<file path="src/rtl/pipe_pkg.sv">
// Constants and types shared by the arithmetic pipeline and its result FIFO.
package pipe_pkg;
  localparam int PIPE_N   = 10;
  localparam int PIPE_LAT = 3;

  typedef logic [PIPE_N-1:0] pipe_data_t;
endpackage

</file>
<file path="src/rtl/pipe_valid_delay.sv">
// Valid tag delay line matched to the pipeline latency.
// Also reports how many tagged results are still in flight.
module pipe_valid_delay
  import pipe_pkg::*;
#(
  parameter int LAT = PIPE_LAT
) (
  input  logic                       clk,
  input  logic                       rst,
  input  logic                       in_valid,
  output logic                       tail,
  output logic [$clog2(LAT+1)-1:0]   in_flight
);
  localparam int FW = $clog2(LAT + 1);

  logic [LAT-1:0] v;

  always_ff @(posedge clk or posedge rst) begin
    if (rst) begin
      v <= '0;
    end else begin
      v[0] <= in_valid;
      for (int i = 1; i < LAT; i++) begin
        v[i] <= v[i-1];
      end
    end
  end

  assign tail = v[LAT-1];

  always_comb begin
    in_flight = '0;
    for (int i = 0; i < LAT; i++) begin
      in_flight = in_flight + FW'(v[i]);
    end
  end
endmodule

</file>
<file path="src/rtl/pipeline_result_fifo.sv">
// Result FIFO behind the free-running pipeline, with credit-based issue control.
// Define PIPE_RESULT_STATS_EN to add saturating push/drop statistics counters.
module pipeline_result_fifo
  import pipe_pkg::*;
#(
  parameter int N     = PIPE_N,
  parameter int DEPTH = 4,
  parameter int LAT   = PIPE_LAT
) (
  input  logic                     clk,
  input  logic                     rst,
  input  logic                     in_valid,
  output logic                     issue_ok,
  input  logic [N-1:0]             f_in,
  output logic [N-1:0]             out_data,
  output logic                     out_valid,
  input  logic                     out_ready,
  output logic [$clog2(DEPTH):0]   count,
  output logic                     overflow
`ifdef PIPE_RESULT_STATS_EN
  ,
  output logic [15:0]              stat_pushed,
  output logic [15:0]              stat_dropped
`endif
);
  localparam int PW = $clog2(DEPTH);
  localparam int CW = PW + 1;
  localparam int FW = $clog2(LAT + 1);
  localparam int SW = $clog2(DEPTH + LAT + 1);

  logic [N-1:0]  mem [DEPTH];
  logic [PW-1:0] wr_ptr;
  logic [PW-1:0] rd_ptr;
  logic          push;
  logic          pop;
  logic          full;
  logic          do_write;
  logic          drop;
  logic [FW-1:0] in_flight;

  pipe_valid_delay #(.LAT(LAT)) u_delay (
    .clk       (clk),
    .rst       (rst),
    .in_valid  (in_valid),
    .tail      (push),
    .in_flight (in_flight)
  );

  assign out_valid = (count != '0);
  assign out_data  = mem[rd_ptr];
  assign pop       = out_valid & out_ready;
  assign full      = (count == CW'(DEPTH));
  // A pop in the same edge frees the head slot, so a full FIFO can still accept.
  assign do_write  = push & (~full | pop);
  assign drop      = push & full & ~pop;
  // In-flight results are treated as already occupying a slot.
  assign issue_ok  = (SW'(count) + SW'(in_flight)) < SW'(DEPTH);

  always_ff @(posedge clk or posedge rst) begin
    if (rst) begin
      for (int i = 0; i < DEPTH; i++) begin
        mem[i] <= '0;
      end
    end else if (do_write) begin
      mem[wr_ptr] <= f_in;
    end
  end

  always_ff @(posedge clk or posedge rst) begin
    if (rst) begin
      wr_ptr   <= '0;
      rd_ptr   <= '0;
      count    <= '0;
      overflow <= 1'b0;
    end else begin
      if (do_write) wr_ptr <= wr_ptr + PW'(1);
      if (pop)      rd_ptr <= rd_ptr + PW'(1);
      unique case ({do_write, pop})
        2'b10:   count <= count + CW'(1);
        2'b01:   count <= count - CW'(1);
        default: count <= count;
      endcase
      if (drop) overflow <= 1'b1;
    end
  end

`ifdef PIPE_RESULT_STATS_EN
  always_ff @(posedge clk or posedge rst) begin
    if (rst) begin
      stat_pushed  <= '0;
      stat_dropped <= '0;
    end else begin
      if (do_write && stat_pushed != 16'hFFFF)  stat_pushed  <= stat_pushed + 16'd1;
      if (drop && stat_dropped != 16'hFFFF)     stat_dropped <= stat_dropped + 16'd1;
    end
  end
`endif
endmodule

</file>
<file path="config.mk">
export PLATFORM = sky130hd
export DESIGN_NAME = pipeline_result_fifo
export DESIGN_NICKNAME = d
export VERILOG_FILES = /design/src/rtl/pipe_pkg.sv /design/src/rtl/pipe_valid_delay.sv /design/src/rtl/pipeline_result_fifo.sv
export SDC_FILE = /design/constraint.sdc
export NUM_CORES = 1
export LEC_CHECK = 0
export ABC_AREA = 0
export CORE_AREA = 2 2 78 80
export DETAILED_ROUTE_END_ITERATION = 16
export DIE_AREA = 0 0 80 82
export PLACE_DENSITY = 0.73
export SETUP_SLACK_MARGIN = 0.05
export SYNTH_ARGS = -nofsm -noshare
export SYNTH_HDL_FRONTEND = slang
export SYNTH_SLANG_ARGS = --single-unit
</file>
<file path="constraint.sdc">
create_clock -name clk -period 3.7 [get_ports clk]
set_input_delay 0.555 -clock clk [delete_from_list [all_inputs] [get_ports clk]]
set_output_delay 0.555 -clock clk [all_outputs]
set_load 0.1 [all_outputs]
</file>
==> results of run 1 <==
## state kept, by name (all words and copies together), names as in the netlist
register and flops:
wr_ptr 2, u_delay.v 3, overflow 1, mem 40, rd_ptr 2, count 3
## area by class of cell
type,instances,area [µm²]
fill,503,2818
sequential,51,1276
multi-input combinational,90,1154
timing repair buffer,30,282.8
tap,75,93.84
clock buffer,5,68.82
inverter,9,33.78
clock inverter,3,18.77
## cell usage after synthesis, types with 2 or more instances
cell type  count
nor2b_1        2
o31ai_1        2
inv_1          9
dfrtp_1       51
buf_6          3
nand3_4        4
fa_1           2
mux2_2        21
mux4_2        10
nand2_1        2
mux2_4        20
xor2_1         2
xnor2_1        5
ha_1           5
nand3_1        4
## logic make-up (layout without fill, tap and decap cells)
kind of cell    after synthesis  after routing
mux                          51             51
xor+xnor                      7              7
simple gates                 16             16
flops                        51             51
fa+ha+maj                     7              7
buf+inv                      15             47
compound gates                9              9
## stage by stage
stage               util (%)  cells
floorplan                  -    156
CTS                    50.96    263
global placement       49.43    255
detailed placement     49.43    255
global route           50.96    263
finish                 50.96    263
## worst min-delay path by stage
stage	to	cells past startpoint
after floorplan	u_delay.v[2]	0
after global placement	u_delay.v[1]	0
after detailed placement	u_delay.v[1]	0
after CTS	u_delay.v[1]	0
after global routing	u_delay.v[1]	0
final	u_delay.v[1]	0
## layer usage
| metal | vias up | track usage, % | routed length (µm) |
|---|---|---|---|
| met3 | 8 | 3.516 | 184 |
| met1 | 711 | 20.17 | 1936 |
| met5 | - | 0 | 0 |
| met2 | 29 | 23.67 | 2025 |
| met4 | 0 | 5.085 | 59 |
| li1 | 625 | - | - |
==> impl_metrics.csv, run 1 <==
group,metric,value,unit
clock_network,numCtsBuffers,5,
route,dr.pass1.iters,4,
clock_network,clkLatencyLatePin,0.31,ns
die,die_x,80,µm
yosys,yosysTopAreaCell,"dfrtp_1",
timing,maxSlewViolCount,0,
worst_setup_path,crit_path_start_kind,"flip-flop",
worst_setup_path,slowest_delay,0.50,ns
grt,grt_util_all_layers,14.88,%
worst_setup_path,ff2ff_path_depth,6,
clock_network,h-tree-depth,2,
final_layout,drive_above_1_share,42.55,%
die,start_util,43.42,%
worst_setup_path,timing.rr.start,"count[2]",
hold_path,hp-class,"flip-flop to flip-flop",
timing,setup_viol,0,
yosys,ys_seq_area_share,51.15,%
yosys,synth_flop_cell,"dfrtp_1",
worst_setup_path,cp_num_cells,7,
clock_network,clkSinkCount,51,
yosys,synth.top_cell.area_share,51.15,%
timing,finalClockSkew,0.007830,ns
route,routed_wl,4205,µm
clock_network,cts.path.max_buffers,2,
yosys,synth-xor-area-share,2.457,%
timing,period_share,80.28,%
route,vias,1373,
worst_setup_path,path_delay_family,"adder cells",
worst_setup_path,cp.required,3.14,ns
final_layout,area_growth,17.35,%
worst_setup_path,cp_max_fo,9,
worst_setup_path,path_cells,"inv_1 -> fa_1 -> inv_1 -> ha_1 -> a31oi_1 -> xor2_4 -> buf_12",
die,rows,28,
die,pin_count,30,
clock_network,cts_setup_buffers,0,
die,core_area,5746,µm²
die,die_area,6560,µm²
clock_network,root_buffer,"clkbuf_8",
worst_setup_path,reg2reg_slack,1.60,ns
yosys,synth-edff-count,0,
worst_setup_path,crit_path_end_kind,"primary output",
final_layout,diodes,0,
run_status,status,"finished, final reports clean",
placement,io_buffers,29,
grt,antenna_found_initial,0,
worst_setup_path,cp_slowest_cell,"dfrtp_1",
worst_setup_path,worstSetupEndpoint,"issue_ok",
final_layout,final_cell_mix,"dfrtp_1 (51), mux2_2 (21), mux2_4 (20), clkdlybuf4s50_1 (18), buf_4 (11)",
grt,grt_pass1_vias,1510,
timing,max_freq,336.7,MHz
run,max_cap_violations,0,
timing,period_minus_slack,2.970,ns
worst_setup_path,r2r-end,"count[1]",
yosys,yosys.area_share.simple,5.767,%
yosys,synth_top_family_by_area,"multiplexers",
timing,holdWs,0.3854,ns
yosys,synth.mux.area_fraction,30.54,%
route,ant_nets,0,
timing,worst_slew_pin_slew,1.024,ns
yosys,ys_async_sr_fraction,100.0,%
die,die_h,82,µm
worst_setup_path,crit_type,"flip-flop to primary output",
clock_network,cts_tree,"done",
worst_setup_path,path_buf_inv,3,
timing,fin_tns_setup,0,ns
route,drc_errors,0,
timing,worst_slack,0.7298,ns
yosys,synth_fa_ha_area_share,4.112,%
worst_setup_path,cp.arrival,2.42,ns
worst_setup_path,startpoint,"count[0]",
final_layout,nets,208,
placement,dpl-instance-area,2840,µm²
yosys,postSynthAreaPerCell,15.99,µm²
yosys,ys_warn_count,0,
yosys,yosysUniqueCellTypes,29,
route,post_drt_wl_per_cell,15.99,µm
yosys,ys_top_cells_by_area,"dfrtp_1 (51%), mux2_4 (12%), mux2_2 (9.5%), mux4_2 (9.0%), nand3_4 (2.8%)",
placement,dp_hpwl,2743,µm
clock_network,hold_buffers,0,
yosys,syn_area,2495,µm²
grt,overflow,0,
placement,dpl_worst_slack,1.051,ns
timing,finalHoldViolCount,0,
clock_network,cts-resized-gates,0,
worst_setup_path,cpMostUsedCell,"inv_1",
hold_path,hold_start,"u_delay.v[0]",
route,drt_iter0_markers,39,
final_layout,final_common_cell,"dfrtp_1",
route,routed_via_density,5.221,
timing,grt_setup_unrepaired,"no",
yosys,synth_compound_area_share,2.608,%
timing,slew_headroom,31.63,%
yosys,ys_ff_latch,51,
yosys,netlist_instances,156,
final_layout,fin_area,2928,µm²
grt,grt_max_degree,52,
grt,grt_pass1_wl,7424,µm
placement,gp_congestion,0.8415,
yosys,synth_nets,177,
clock_network,clk_pin_slew,0.09,ns
Power of run 1 is left out: the tool's default activity adds up to more than one toggle a clock period on the data nets, which glitch-free logic cannot reach.
==> run 2, diff against run 1 <==
Settings changed: PLACE_DENSITY 0.73 to 0.76.
Clock period 3.7 ns to 2.6 ns, I/O delays scaled along.
==> impl_metrics.csv, run 2 (synthesized netlist as in run 1, its figures left out) <==
group,metric,value,unit
route,routed.top_layer,"met4",
worst_setup_path,cp.required,2.21,ns
die,core_area,5746,µm²
final_layout,largest_registers,"mem: 40 flops, count: 3 flops, u_delay.v: 3 flops",
worst_setup_path,crit_path_end_kind,"primary output",
final_layout,drive_above_1_share,49.21,%
final_layout,largest_register_ffs,40,
worst_setup_path,crit_path_start_kind,"flip-flop",
route,wl_met3,171,µm
route,routed_via_density,5.152,
clock_network,cts.path.max_buffers,2,
clock_network,numCtsBuffers,5,
route,dr.pass1.iters,4,
die,pin_count,30,
grt,grt_pass1_vias,1450,
timing,maxSlewViolCount,0,
worst_setup_path,r2r-end,"count[1]",
clock_network,clkSinkCount,51,
route,routed_wl,4253,µm
worst_setup_path,timing.rr.start,"count[2]",
die,start_util,43.42,%
grt,grt_util_all_layers,14.81,%
worst_setup_path,cp_max_fo,9,
die,die_area,6560,µm²
worst_setup_path,startpoint,"count[0]",
clock_network,root_buffer,"clkbuf_8",
route,vias,1360,
die,rows,28,
hold_path,hold_start,"u_delay.v[0]",
die,die_h,82,µm
timing,period_share,93.54,%
clock_network,cts_setup_buffers,0,
worst_setup_path,worstSetupEndpoint,"issue_ok",
placement,io_buffers,29,
route,ant_nets,0,
clock_network,clk_pin_slew,0.08,ns
worst_setup_path,ff2ff_path_depth,6,
worst_setup_path,crit_type,"flip-flop to primary output",
placement,dpl-instance-area,3032,µm²
placement,gp_congestion,0.7359,
final_layout,final_util,54.09,%
clock_network,hold_buffers,0,
final_layout,diodes,0,
run,max_cap_violations,0,
hold_path,hp-class,"flip-flop to flip-flop",
grt,overflow,0,
route,drc_errors,0,
timing,finalHoldViolCount,0,
timing,fin_tns_setup,0,ns
timing,max_freq,411.2,MHz
timing,grt_setup_unrepaired,"no",
grt,antenna_found_initial,0,
final_layout,num-fill-cells,461,
timing,setup_viol,0,
clock_network,h-tree-depth,2,
final_layout,fin_area,3108,µm²
grt,grt_max_degree,52,
timing,finalClockSkew,0.005987,ns
final_layout,seqCellArea,1280,µm²
die,die_x,80,µm
clock_network,cts-resized-gates,0,
route,post_drt_wl_per_cell,16.11,µm
final_layout,final_cell_mix,"dfrtp_1 (48), mux2_2 (21), mux2_4 (20), clkdlybuf4s50_1 (13), buf_12 (13)",
timing,worst_slew_pin_slew,0.5705,ns
route,wl_met2,2047,µm
worst_setup_path,reg2reg_slack,0.58,ns
placement,dp_hpwl,2924,µm
final_layout,instances_no_fill,264,
run_status,status,"finished, final reports clean",
final_layout,area_growth,24.57,%
timing,period_minus_slack,2.432,ns
timing,slew_headroom,61.97,%
final_layout,final_common_cell,"dfrtp_1",
grt,grt_pass1_wl,7286,µm
final_layout,nets,210,
placement,dpl.cell_count,257,
route,drt_iter0_markers,48,
clock_network,clkLatencyLatePin,0.30,ns
route,met1Wirelength,1979,µm
final_layout,multi_input_area,1189,µm²
final_layout,top_register,"mem",
clock_network,cts_tree,"done",
worst_setup_path,cp.arrival,2.04,ns
==> run 2: cell count changes in the layout (fill, tap and decap cells not counted), moves of 2 or more <==
| cell | previous run | this run |
|---|---|---|
| buf_12 | 1 | 13 |
| buf_4 | 11 | 6 |
| clkbuf_1 | 0 | 2 |
| clkdlybuf4s50_1 | 18 | 13 |
| clkinv_2 | 2 | 0 |
| dfrtp_1 | 51 | 48 |
| dfrtp_2 | 0 | 3 |
| inv_1 | 8 | 6 |
| inv_2 | 1 | 3 |
==> run 2: per-stage QoR <==
stage	hold slack, ns	setup slack [ns]
6_report	0.3896	0.1681
2_1_floorplan	0.3537	-0.04009
3_3_place_gp	0.3611	0.2915
3_5_place_dp	0.3713	0.2501
4_1_cts	0.3907	0.1449
5_1_grt	0.4044	0.09054
==> run 2: final cells by class <==
class | count | share of cell area (%)
Clock buffer | 7 | 2.456
Inverter | 9 | 1.087
Multi-Input combinational cell | 90 | 38.24
Sequential cell | 51 | 41.18
Tap cell | 75 | 3.019
Timing Repair Buffer | 32 | 14.01
==> run 2: how the worst min path moves through the flow <==
stage	cells after the start	end
6_report	0	u_delay.v[1]
5_1_grt	0	u_delay.v[1]
4_1_cts	0	u_delay.v[1]
3_5_place_dp	0	u_delay.v[1]
3_3_place_gp	0	u_delay.v[1]
2_1_floorplan	0	u_delay.v[1]
==> run 2: metal layers <==
metal / track usage (%) / up-vias
met2: 24.50 / 29
met4: 4.576 / 0
met1: 19.83 / 698
li1: - / 626
met5: 0 / -
met3: 2.967 / 7
==> run 2: critical path, cell delays in order (launching register included) <==
cell and delay (ns):
dfrtp_2 0.46, inv_2 0.08, fa_2 0.32, inv_1 0.10, ha_4 0.21, a31oi_4 0.21
xor2_4 0.18, buf_12 0.19
Power of run 2 is left out for the same reason.
==> run 3, diff against run 2 <==
Settings changed: TNS_END_PERCENT from default to 10.
==> impl_metrics.csv, run 3 (synthesized netlist as in run 1, its figures left out) <==
group,metric,value,unit
timing,holdWs,0.3232,ns
final_layout,final_util,54.31,%
worst_setup_path,cp.arrival,2.01,ns
clock_network,cts.path.max_buffers,2,
clock_network,cts-resized-gates,0,
clock_network,h-tree-depth,2,
final_layout,final_common_cell,"dfrtp_1",
run_status,status,"finished, final reports clean",
worst_setup_path,cpMostUsedCell,"inv_2",
route,vias,1397,
clock_network,root_buffer,"clkbuf_8",
worst_setup_path,crit_path_start_kind,"flip-flop",
final_layout,top_register,"mem",
route,dr.pass1.iters,4,
placement,dp_hpwl,3205,µm
placement,dpl_worst_slack,0.4091,ns
timing,setup_viol,0,
final_layout,nets,214,
final_layout,num-fill-cells,470,
placement,gp_congestion,0.7841,
final_layout,area_growth,25.08,%
clock_network,clkLatencyLatePin,0.30,ns
timing,worst_slew_pin_slew,0.5836,ns
timing,maxSlewViolCount,0,
clock_network,numCtsBuffers,5,
worst_setup_path,startpoint,"count[0]",
clock_network,clkSinkCount,51,
die,die_x,80,µm
worst_setup_path,crit_path_end_kind,"primary output",
timing,finalHoldViolCount,0,
grt,grt_max_degree,25,
worst_setup_path,timing.rr.start,"count[0]",
grt,grt_util_all_layers,15.39,%
timing,finalClockSkew,0.004926,ns
route,post_drt_wl_per_cell,16.99,µm
route,ant_nets,0,
die,die_h,82,µm
die,rows,28,
timing,slew_headroom,61.10,%
clock_network,cts_tree,"done",
final_layout,diodes,0,
hold_path,hp-class,"input port to async pin",
worst_setup_path,ff2ff_path_depth,7,
worst_setup_path,path_cells,"inv_2 -> fa_2 -> inv_2 -> a31oi_4 -> xor2_4 -> buf_12",
route,routed_via_density,5.193,
grt,grt_pass1_vias,1548,
route,routed_wl,4571,µm
final_layout,largest_registers,"mem: 40 flops, count: 3 flops, u_delay.v: 3 flops",
worst_setup_path,cp_slowest_cell,"fa_2",
worst_setup_path,cp_max_fo,6,
run,max_cap_violations,0,
worst_setup_path,slowest_delay,0.53,ns
timing,worst_slack,0.1977,ns
route,drc_errors,0,
final_layout,final_cell_mix,"dfrtp_1 (49), mux2_2 (21), mux2_4 (20), clkdlybuf4s50_1 (13), buf_4 (12)",
die,die_area,6560,µm²
die,pin_count,30,
worst_setup_path,crit_type,"flip-flop to primary output",
grt,grt_pass1_wl,7645,µm
worst_setup_path,cp.required,2.21,ns
die,start_util,43.42,%
final_layout,drive_above_1_share,50.52,%
placement,io_buffers,29,
grt,antenna_found_initial,0,
grt,overflow,0,
die,core_area,5746,µm²
clock_network,clk_pin_slew,0.09,ns
timing,period_share,92.40,%
timing,max_freq,416.3,MHz
final_layout,largest_register_ffs,40,
timing,grt_setup_unrepaired,"no",
route,drt_iter0_markers,53,
timing,period_minus_slack,2.402,ns
## run 3: cell types whose count changed in the layout (fill, tap and decap cells not counted), sizes merged
cell      before  now
clkinvlp       0    1
buf           19   23
clkbuf         7    6
clkinv         0    1
## run 3: timing repair
action,CTS,global route
endpoints found under the setup margin,0,1
setup buffers,0,2
hold buffers,0,0
## run 3: critical path: cells and delay by family (launching register included)
kind	cells	cell delay [ns]
XOR/XNOR	1	0.19
flip-flops	1	0.43
buffers and inverters	3	0.31
adder cells (fa/ha/maj)	1	0.53
AO/OA/AOI/OAI	1	0.25
## run 3: final timing paths
kind                                 to  slack (ns)
min                           wr_ptr[0]        0.32
max                            issue_ok        0.20
min in group clk           u_delay.v[1]        0.39
max reg2reg                    count[1]        0.53
max in group asynchronous       mem[35]        1.69
min reg2reg                u_delay.v[1]        0.39
## run 3: area by class of cell
| class | count | area [µm²] | area share [%] |
|---|---|---|---|
| inverter | 9 | 33.78 | 1.083 |
| multi-input combinational | 90 | 1189 | 38.09 |
| clock inverter | 2 | 12.51 | 0.4010 |
| clock buffer | 6 | 72.57 | 2.326 |
| timing repair buffer | 36 | 440.4 | 14.11 |
| sequential | 51 | 1279 | 40.98 |
| tap | 75 | 93.84 | 3.007 |
## run 3: per-layer routing
metal  track usage [%]  vias to the layer above  wire length (µm)
met5                 0                        -                 0
met4             3.898                        0                44
met3             4.725                        4               195
met2             25.50                       31              2310
met1             19.87                      726              2020
li1                  -                      636                 -
## run 3: per-stage QoR
stage / instance area [µm²] / std cells / TNS [ns]
floorplan: 2551 / 156 / -0.05962
global placement: 3020 / 259 / 0
detailed placement: 3020 / 259 / 0
CTS: 3105 / 267 / 0
global route: 3120 / 269 / 0
finish: 3120 / 269 / 0
Power of run 3 is left out for the same reason.
